$ cat src/rtl/fpu_arbiter.sv
// Round-robin arbiter that time-shares one combinational FPU between NREQ requesters.
// Operands are latched and held for an op-dependent number of cycles before the result is captured.
module fpu_arbiter #(
   parameter int NREQ        = 4,
   parameter int BASE_CYCLES = 2,
   parameter int FMA_CYCLES  = 3,
   parameter int DIV_CYCLES  = 6
) (
   input  logic                CLK,
   input  logic                RESET,
   input  logic [NREQ-1:0]     REQ_VALID,
   output logic [NREQ-1:0]     REQ_READY,
   input  logic [32*NREQ-1:0]  REQ_DATA1,
   input  logic [32*NREQ-1:0]  REQ_DATA2,
   input  logic [32*NREQ-1:0]  REQ_DATA3,
   input  logic [5*NREQ-1:0]   REQ_SELECT,
   output logic [NREQ-1:0]     RESP_VALID,
   input  logic [NREQ-1:0]     RESP_READY,
   output logic [31:0]         RESP_RESULT,
   output logic [31:0]         FPU_DATA1,
   output logic [31:0]         FPU_DATA2,
   output logic [31:0]         FPU_DATA3,
   output logic [4:0]          FPU_SELECT,
   input  logic [31:0]         FPU_RESULT,
   output logic                BUSY
);

   localparam int PW = $clog2(NREQ);

   typedef enum logic [1:0] {
      IDLE = 2'd0,
      EXEC = 2'd1,
      RESP = 2'd2
   } state_t;

   state_t        state;
   state_t        next_state;
   logic [PW-1:0] ptr;
   logic [PW-1:0] grant;
   logic [PW-1:0] win;
   logic [PW-1:0] cand;
   logic [PW:0]   sum;
   logic          found;
   logic [3:0]    count;
   logic [31:0]   win_data1;
   logic [31:0]   win_data2;
   logic [31:0]   win_data3;
   logic [4:0]    win_select;

   // Execute length of an op; anything not divide or fused uses the base length.
   function automatic logic [3:0] exec_len(input logic [4:0] sel);
      case (sel)
         5'b00100:                               exec_len = 4'(DIV_CYCLES);
         5'b01110, 5'b01111, 5'b10000, 5'b10001: exec_len = 4'(FMA_CYCLES);
         default:                                exec_len = 4'(BASE_CYCLES);
      endcase
   endfunction

   // Round-robin search starting at ptr, wrapping modulo NREQ.
   always_comb begin
      found = 1'b0;
      win   = '0;
      cand  = '0;
      sum   = '0;
      for (int i = 0; i < NREQ; i++) begin
         sum = {1'b0, ptr} + (PW+1)'(i);
         if (sum >= (PW+1)'(NREQ)) begin
            cand = PW'(sum - (PW+1)'(NREQ));
         end else begin
            cand = sum[PW-1:0];
         end
         if (!found && REQ_VALID[cand]) begin
            found = 1'b1;
            win   = cand;
         end else begin
            found = found;
         end
      end
   end

   // Operand mux selecting the winning requester's slice.
   always_comb begin
      win_data1  = 32'd0;
      win_data2  = 32'd0;
      win_data3  = 32'd0;
      win_select = 5'd0;
      for (int i = 0; i < NREQ; i++) begin
         if (win == PW'(i)) begin
            win_data1  = REQ_DATA1[32*i +: 32];
            win_data2  = REQ_DATA2[32*i +: 32];
            win_data3  = REQ_DATA3[32*i +: 32];
            win_select = REQ_SELECT[5*i +: 5];
         end else begin
            win_select = win_select;
         end
      end
   end

   // Handshake outputs decoded from the state register and the latched grant.
   always_comb begin
      REQ_READY  = '0;
      RESP_VALID = '0;
      if (state == IDLE && found) begin
         REQ_READY[win] = 1'b1;
      end else begin
         REQ_READY = '0;
      end
      if (state == RESP) begin
         RESP_VALID[grant] = 1'b1;
      end else begin
         RESP_VALID = '0;
      end
   end

   assign BUSY = (state != IDLE);

   // Next-state logic.
   always_comb begin
      next_state = state;
      case (state)
         IDLE: begin
            if (found) next_state = EXEC;
            else       next_state = IDLE;
         end
         EXEC: begin
            if (count == 4'd0) next_state = RESP;
            else               next_state = EXEC;
         end
         RESP: begin
            if (RESP_READY[grant]) next_state = IDLE;
            else                   next_state = RESP;
         end
         default: next_state = IDLE;
      endcase
   end

   // State, pointer, operand hold registers and result capture.
   always_ff @(posedge CLK or posedge RESET) begin
      if (RESET) begin
         state       <= IDLE;
         ptr         <= '0;
         grant       <= '0;
         count       <= 4'd0;
         FPU_DATA1   <= 32'd0;
         FPU_DATA2   <= 32'd0;
         FPU_DATA3   <= 32'd0;
         FPU_SELECT  <= 5'd0;
         RESP_RESULT <= 32'd0;
      end else begin
         state <= next_state;
         case (state)
            IDLE: begin
               if (found) begin
                  grant      <= win;
                  FPU_DATA1  <= win_data1;
                  FPU_DATA2  <= win_data2;
                  FPU_DATA3  <= win_data3;
                  FPU_SELECT <= win_select;
                  count      <= exec_len(win_select) - 4'd1;
                  if (win == PW'(NREQ - 1)) ptr <= '0;
                  else                      ptr <= win + PW'(1);
               end
            end
            EXEC: begin
               if (count == 4'd0) RESP_RESULT <= FPU_RESULT;
               else               count <= count - 4'd1;
            end
            default: begin
               count <= count;
            end
         endcase
      end
   end

endmodule

$ cat config.mk
export PLATFORM = sky130hd
export DESIGN_NAME = fpu_arbiter
export DESIGN_NICKNAME = d
export VERILOG_FILES = /design/src/rtl/fpu_arbiter.sv
export SDC_FILE = /design/constraint.sdc
export NUM_CORES = 1
export LEC_CHECK = 0
export CORE_AREA = 2 2 229 231
export DETAILED_ROUTE_END_ITERATION = 8
export DIE_AREA = 0 0 231 233
export GPL_ROUTABILITY_DRIVEN = 0
export PLACE_DENSITY = 0.55
export SLEW_MARGIN = 20
export SYNTH_ARGS = -nofsm -noshare
export SYNTH_HDL_FRONTEND = slang
export SYNTH_SLANG_ARGS = --single-unit
$ cat constraint.sdc
create_clock -name CLK -period 11.8 [get_ports CLK]
set_clock_uncertainty 0.05 [all_clocks]
set_input_delay 1.77 -clock CLK [delete_from_list [all_inputs] [get_ports CLK]]
set_output_delay 1.77 -clock CLK [all_outputs]
set_load 0.05 [all_outputs]
# ---- Word-level counts from Yosys, hierarchy flattened
# Index checks and enable logic that the tools add are counted.
dict set report op_classes {
  n_bitwise 0
  mul 0
  n_mux 55
  n_div 0
  addsub 10
  n_eq_ne 12
  n_shift 0
  reduce_logical 18
  order_cmp 12
}
# operator n
set op_table {}
lappend op_table {{$mux 32} 12}
lappend op_table {{$mux 4} 6}
lappend op_table {{$mux 2} 11}
lappend op_table {{$mux 5} 4}
lappend op_table {{$lt 2x3->1 const B} 6}
lappend op_table {{$mux 1} 12}
lappend op_table {{$bmux 1 s2} 5}
lappend op_table {{$eq 5x4->1 const B} 2}
lappend op_table {{$eq 5x5->1 const B} 2}
lappend op_table {{$ge 3x3->1 const B} 3}
lappend op_table {{$pmux 4 s2} 1}
lappend op_table {{$sub 2x1->2 const B} 4}
lappend op_table {{$sub 4x1->4 const B} 2}
lappend op_table {{$add 2x2->3 const B} 2}
lappend op_table {{$eq 2x2->1 const B} 3}
lappend op_table {{$logic_and 1x1->1} 6}
lappend op_table {{$pmux 2 s3} 1}
lappend op_table {{$pmux 3 s2} 1}
lappend op_table {{$eq 5x3->1 const B} 1}
lappend op_table {{$demux 1 s2} 2}
lappend op_table {{$eq 2x1->1 const B} 2}
lappend op_table {{$ge 2x1->1 const B} 2}
lappend op_table {{$logic_not 2->1} 2}
lappend op_table {{$logic_not 4->1} 1}
lappend op_table {{9 further kinds} 14}
dict set report totals {
  word_cells 116
  n_memories 0
  inputBits 446
  rom_bits 0
  regBits 143
  mem_bits_rw 0
  out_inout_bits 142
  latch_bits 0
}

# ---- Longest topological paths before layout
dict set report logic_depth {
  ltp_word 27
  depth_mapped 16
}

# ---- Least setup slack after synthesis
# Ideal clock, no wire load.
dict set report synth_timing {
  kind {input -> output}
  startpoint {in REQ_VALID[2]}
  endpoint {out REQ_READY[1]}
  cell_stages 9
  path_slack_ps 6156
  required_time_ps 9980
  t_arrival_ps 3824
  cell_sequence {mux2_2 -> a222oi_1 -> nand2b_1 -> inv_1 -> ha_1 -> buf_4 -> clkbuf_1 -> clkbuf_1 -> and2_1}
}
dict set report synth_between {
  elab_chain_len 17
  word_cells_on_any_way 29
  classes_between {order compare: 2; mux: 19; reduce/logical: 8}
}
# item line
set synth_rtl {}
lappend synth_rtl {{start, declared} 11} ;# input logic [NREQ-1:0] REQ_VALID,
lappend synth_rtl {{$bmux 1 s2} 72} ;# if (!found && REQ_VALID[cand]) begin
lappend synth_rtl {{$mux 1 (not written as such)} 72}
lappend synth_rtl {{$mux 1} 72}
lappend synth_rtl {{$logic_not 1->1} 72}
lappend synth_rtl {{$logic_and 1x1->1} 72}
lappend synth_rtl {{$mux 1} 72}
lappend synth_rtl {{$logic_not 1->1} 72}
lappend synth_rtl {{$logic_and 1x1->1} 72}
lappend synth_rtl {{(+2 left out)} --}
lappend synth_rtl {{$logic_and 1x1->1} 72}
lappend synth_rtl {{$mux 2 *} 72}
lappend synth_rtl {{net win[0]} 40} ;# logic [PW-1:0] win;
lappend synth_rtl {{$lt 2x3->1 (not written as such) / $ge 2x1->1 (equally long branches)} 104} ;# REQ_READY[win] = 1'b1;
lappend synth_rtl {{$logic_and 1x1->1 (not written as such)} 104}
lappend synth_rtl {{$mux 1 (not written as such)} 104}
lappend synth_rtl {{$demux 1 s2 *} 104}
lappend synth_rtl {{$mux 4 *} 103} ;# if (state == IDLE && found) begin
lappend synth_rtl {{end, declared} 12} ;# output logic [NREQ-1:0] REQ_READY,
# Mark *: on every way through the listed nets, which the timed path passes. The rest lies on a longest branch. The select of a mux whose other input is x is not followed.

# ---- Final worst setup path
dict set report layout_timing {
  startpoint {in REQ_VALID[0]}
  endpoint {out REQ_READY[3]}
}
# Same word-level chain as after synthesis.

==> key figures <==
Finish
  – Filler cells: around 5,500
  – Post-route cell area: 15,760 sq um
  – Number of diodes: 0
  – Ratio of cells with drive above 1 in the final layout: between 5 and 6%
  – Fin nets: roughly 2,100
  – Multi-input logic area: between 4000 and 5000 sq um
  – Storage element area: approximately 3600 sq um
  – P&R area growth vs syn: 80.10%

Clock tree
  – # H-tree levels: 4
  – Post-CTS resize count: 0
  – Hold bufs inserted after CTS: 0
  – Clk root buf: clkbuf_16
  – Post-CTS setup buffer count: 0
  – Max clock buf depth: 2
  – CTS tree: built
  – Clk sink count: around 140
  – Worst skew pair latency: about 480 ps
  – Cts bufs inserted: 17
  – CTS clock-pin slew for the worst setup and hold paths: 60 ps

Critical path
  – Crit Path Class: input pin to output port
  – Crit path DAT: ~5200 ps
  – CP endpoint kind: output port
  – Max Fanout on Critical Path: 61
  – Worst EP required: approximately 10000 ps
  – Critical Path Start Type: input pin

STA
  – Tightest Pin Transition: just under 1000 ps
  – Max-slew violations: 0
  – Period utilization: about three fifths
  – Slew HR: about 35%
  – F_max: between 100 and 150 MHz
  – Final hold vios: 0
  – RSZ-0062 raised after global routing: no
  – Setup TNS: 0 ps
  – Fin crit period: between 6000 and 7000 ps
  – Final Setup Violations: 0

Route
  – Antenna Violating Nets Remaining: 0
  – Remaining DRCs: 0
  – Via count: 10,220
  – Detailed Route WL: 43.18 mm
  – DR vias/cell: between 4 and 5
  – 1st-iter DRT viols: 523
  – Iteration count of the initial detailed-routing pass: 5
  – WL/cell: 18.34 um

Power
  – Leakage: about 6 nW
  – Comb power frac: 65.9%
  – Psw: approximately 2.2 mW
  – Clock group share of total power: 13.3%
  – P_int: roughly 1.9 mW
  – Sequential cell fraction of total power: 20.8%
  – Net Sw Frac: roughly 53%
  – Peak supply drop: between 0.1 and 0.15 mV
  – PD cells: roughly 260 nW/um^2

Min path
  – Worst hold path class: flip-flop to flip-flop

Synth
  – Post-Syn Area per Cell: 7.623 sq um
  – Library cells used by synthesis: between 40 and 50
  – Main synth FF type: dfrtp_1
  – Syn. warnings: 0
  – FFs w/ async S/R, synth: 100.0%
  – Syn Inst Count: 1,148
  – Synth Cell Area: around 8800 sq um
  – Syn Nets: ~1,600
  – Seq/Total Area, Yosys: 40.89%
  – #FFs+latches synth: about 140
  – Post-synth EDFFs: 0

Place
  – Post-Place Cell Area: between 15,000 and 20,000 sq um
  – PortBufs: about 590
  – HPWL Detailed: between 30 and 40 mm

Floorplanning
  – Io pins: between 500 and 600
  – Initial Util: 17.13%
  – Die area: between 50,000 and 60,000 sq um
  – Die height: between 200 and 250 um
  – Row cnt: 83
  – Chip Width: 231 um
  – Core area: 51,090 sq um

Run
  – Total of max-cap violations: 0

Global route
  – Number of global-route vias before repair: between 10,000 and 15,000
  – Initial antenna violation count: 1
  – First-pass GRT wire length: about 63 mm
  – Largest net degree at the start of global routing: between 90 and 100
  – GRT Util Overall: roughly 16%
  – Grt ovf: 0

Run status
  – Status: complete, no violations
## worst paths after layout
path | from | endpoint | slack [ps] | depth (start not counted)
max in group asynchronous | RESET | RESP_RESULT[7]$_DFFE_PP0P_ | 8560 | 3
worst max register to register | ptr[1]$_DFFE_PP0P_ | FPU_DATA2[18]$_DFFE_PP0P_ | 7220 | 13
min in group asynchronous | RESET | RESP_RESULT[29]$_DFFE_PP0P_ | 1840 | 2
worst min-delay path | FPU_DATA2[16]$_DFFE_PP0P_ | FPU_DATA2[16]$_DFFE_PP0P_ | 430 | 2
worst max-delay path | REQ_VALID[0] | REQ_READY[3] | 4820 | 9
worst min register to register | FPU_DATA2[16]$_DFFE_PP0P_ | FPU_DATA2[16]$_DFFE_PP0P_ | 430 | 2
## routing by layer
layer	global-route usage [%]	up-vias	part of all wire (%)
met5	0	-	0
met4	7.742	0	3.6
met3	5.919	56	9.4
met2	27.20	443	48
met1	16.72	4713	39
li1	-	5003	-
## critical path, stage by stage
cell and delay [ps]:
clkdlybuf4s50_1 480, mux2_2 290, a222oi_1 330, nand2b_1 250
inv_1 200, ha_4 600, inv_2 150, nor2_1 240
clkdlybuf4s50_1 850
## sequential cells by signal, indices dropped and copies added, names as in the netlist
name         cells
FPU_DATA3       32
RESP_RESULT     32
FPU_DATA2       32
grant            2
FPU_DATA1       32
FPU_SELECT       5
state            2
ptr              2
count            4
## power by group through the flow
| stage | Combinational, mW | Sequential [mW] | Clock, mW |
|---|---|---|---|
| 3_3_place_gp | 2.69 | 0.855 | 0 |
| 6_report | 2.70 | 0.851 | 0.545 |
| 3_5_place_dp | 2.72 | 0.863 | 0 |
| 4_1_cts | 2.73 | 0.856 | 0.575 |
| 5_1_grt | 2.92 | 0.877 | 0.591 |
| 2_1_floorplan | 1.12 | 1.50 | 0 |
## synthesized netlist by cell type (3+ instances only)
cell type  count  area, sq um
buf_2          8        40.04
dfrtp_1      143         3578
nor3_1         4        20.02
inv_1          6        22.52
nor2_1       102        382.9
buf_4          3        22.52
o21ai_0      102        510.5
nand2b_1       4        25.02
clkbuf_1      87        326.6
nand4_1        4        25.02
nor3b_1        3        22.52
nand3b_1      94        705.7
nor2b_1        4        25.02
mux2_2        33        371.6
o22ai_1        4        25.02
and2_1         4        25.02
buf_1          5        18.77
nand2_1      213        799.5
ha_1           5        62.56
a21oi_1      288         1441
a221oi_1       3        26.28
## cells in the final DEF, fill, tap and decap left out, drive strengths merged, types with 2 or more instances in the layout
cell           netlist  routed
clkdlybuf4s50        0     587
a21oi              288     288
nand2              213     213
dfrtp              143     143
nor2               103     103
o21ai              103     103
nand3b              94      94
mux2                34      34
clkbuf              87      17
inv                  7      17
buf                 18      12
nand2b               5       5
ha                   5       5
o22ai                4       4
nand4                4       4
and2                 4       4
nor3                 4       4
nor2b                4       4
clkinv               0       4
nor3b                3       3
a221oi               3       3
nor4                 2       2
a31oi                2       2
o211a                2       2
or2                  2       2
## cells by family (layout without fill, tap and decap cells)
group,count (synthesis),in the layout,share of synthesized area [%]
simple gates,442,442,24.12
compound gates,411,411,24.38
flops,143,143,40.89
buf+inv,112,638,5.219
mux,35,35,4.675
fa+ha+maj,5,5,0.7149
## per-stage QoR
stage / hold WS (ps) / power [mW] / cells / utilization [%] / worst slack, ps
5_1_grt: 447.9 / 4.386 / 2354 / 30.85 / 4616
4_1_cts: 434.6 / 4.158 / 2354 / 30.85 / 4801
3_5_place_dp: 418.5 / 3.585 / 2322 / 29.74 / 4812
2_1_floorplan: 430.8 / 2.622 / 1148 / - / 6142
6_report: 430.1 / 4.093 / 2354 / 30.85 / 4819
3_3_place_gp: 411.8 / 3.545 / 2322 / 29.74 / 4859
## layout make-up
type                       count  share of cell area, %
tap                          680                  5.399
multi-input combinational    893                  30.26
inverter                       7                 0.1985
clock inverter                15                 0.8892
timing repair buffer         599                  37.85
clock buffer                  17                  2.699
sequential                   143                  22.71
Note: power is estimated with default switching activity, not from simulation.
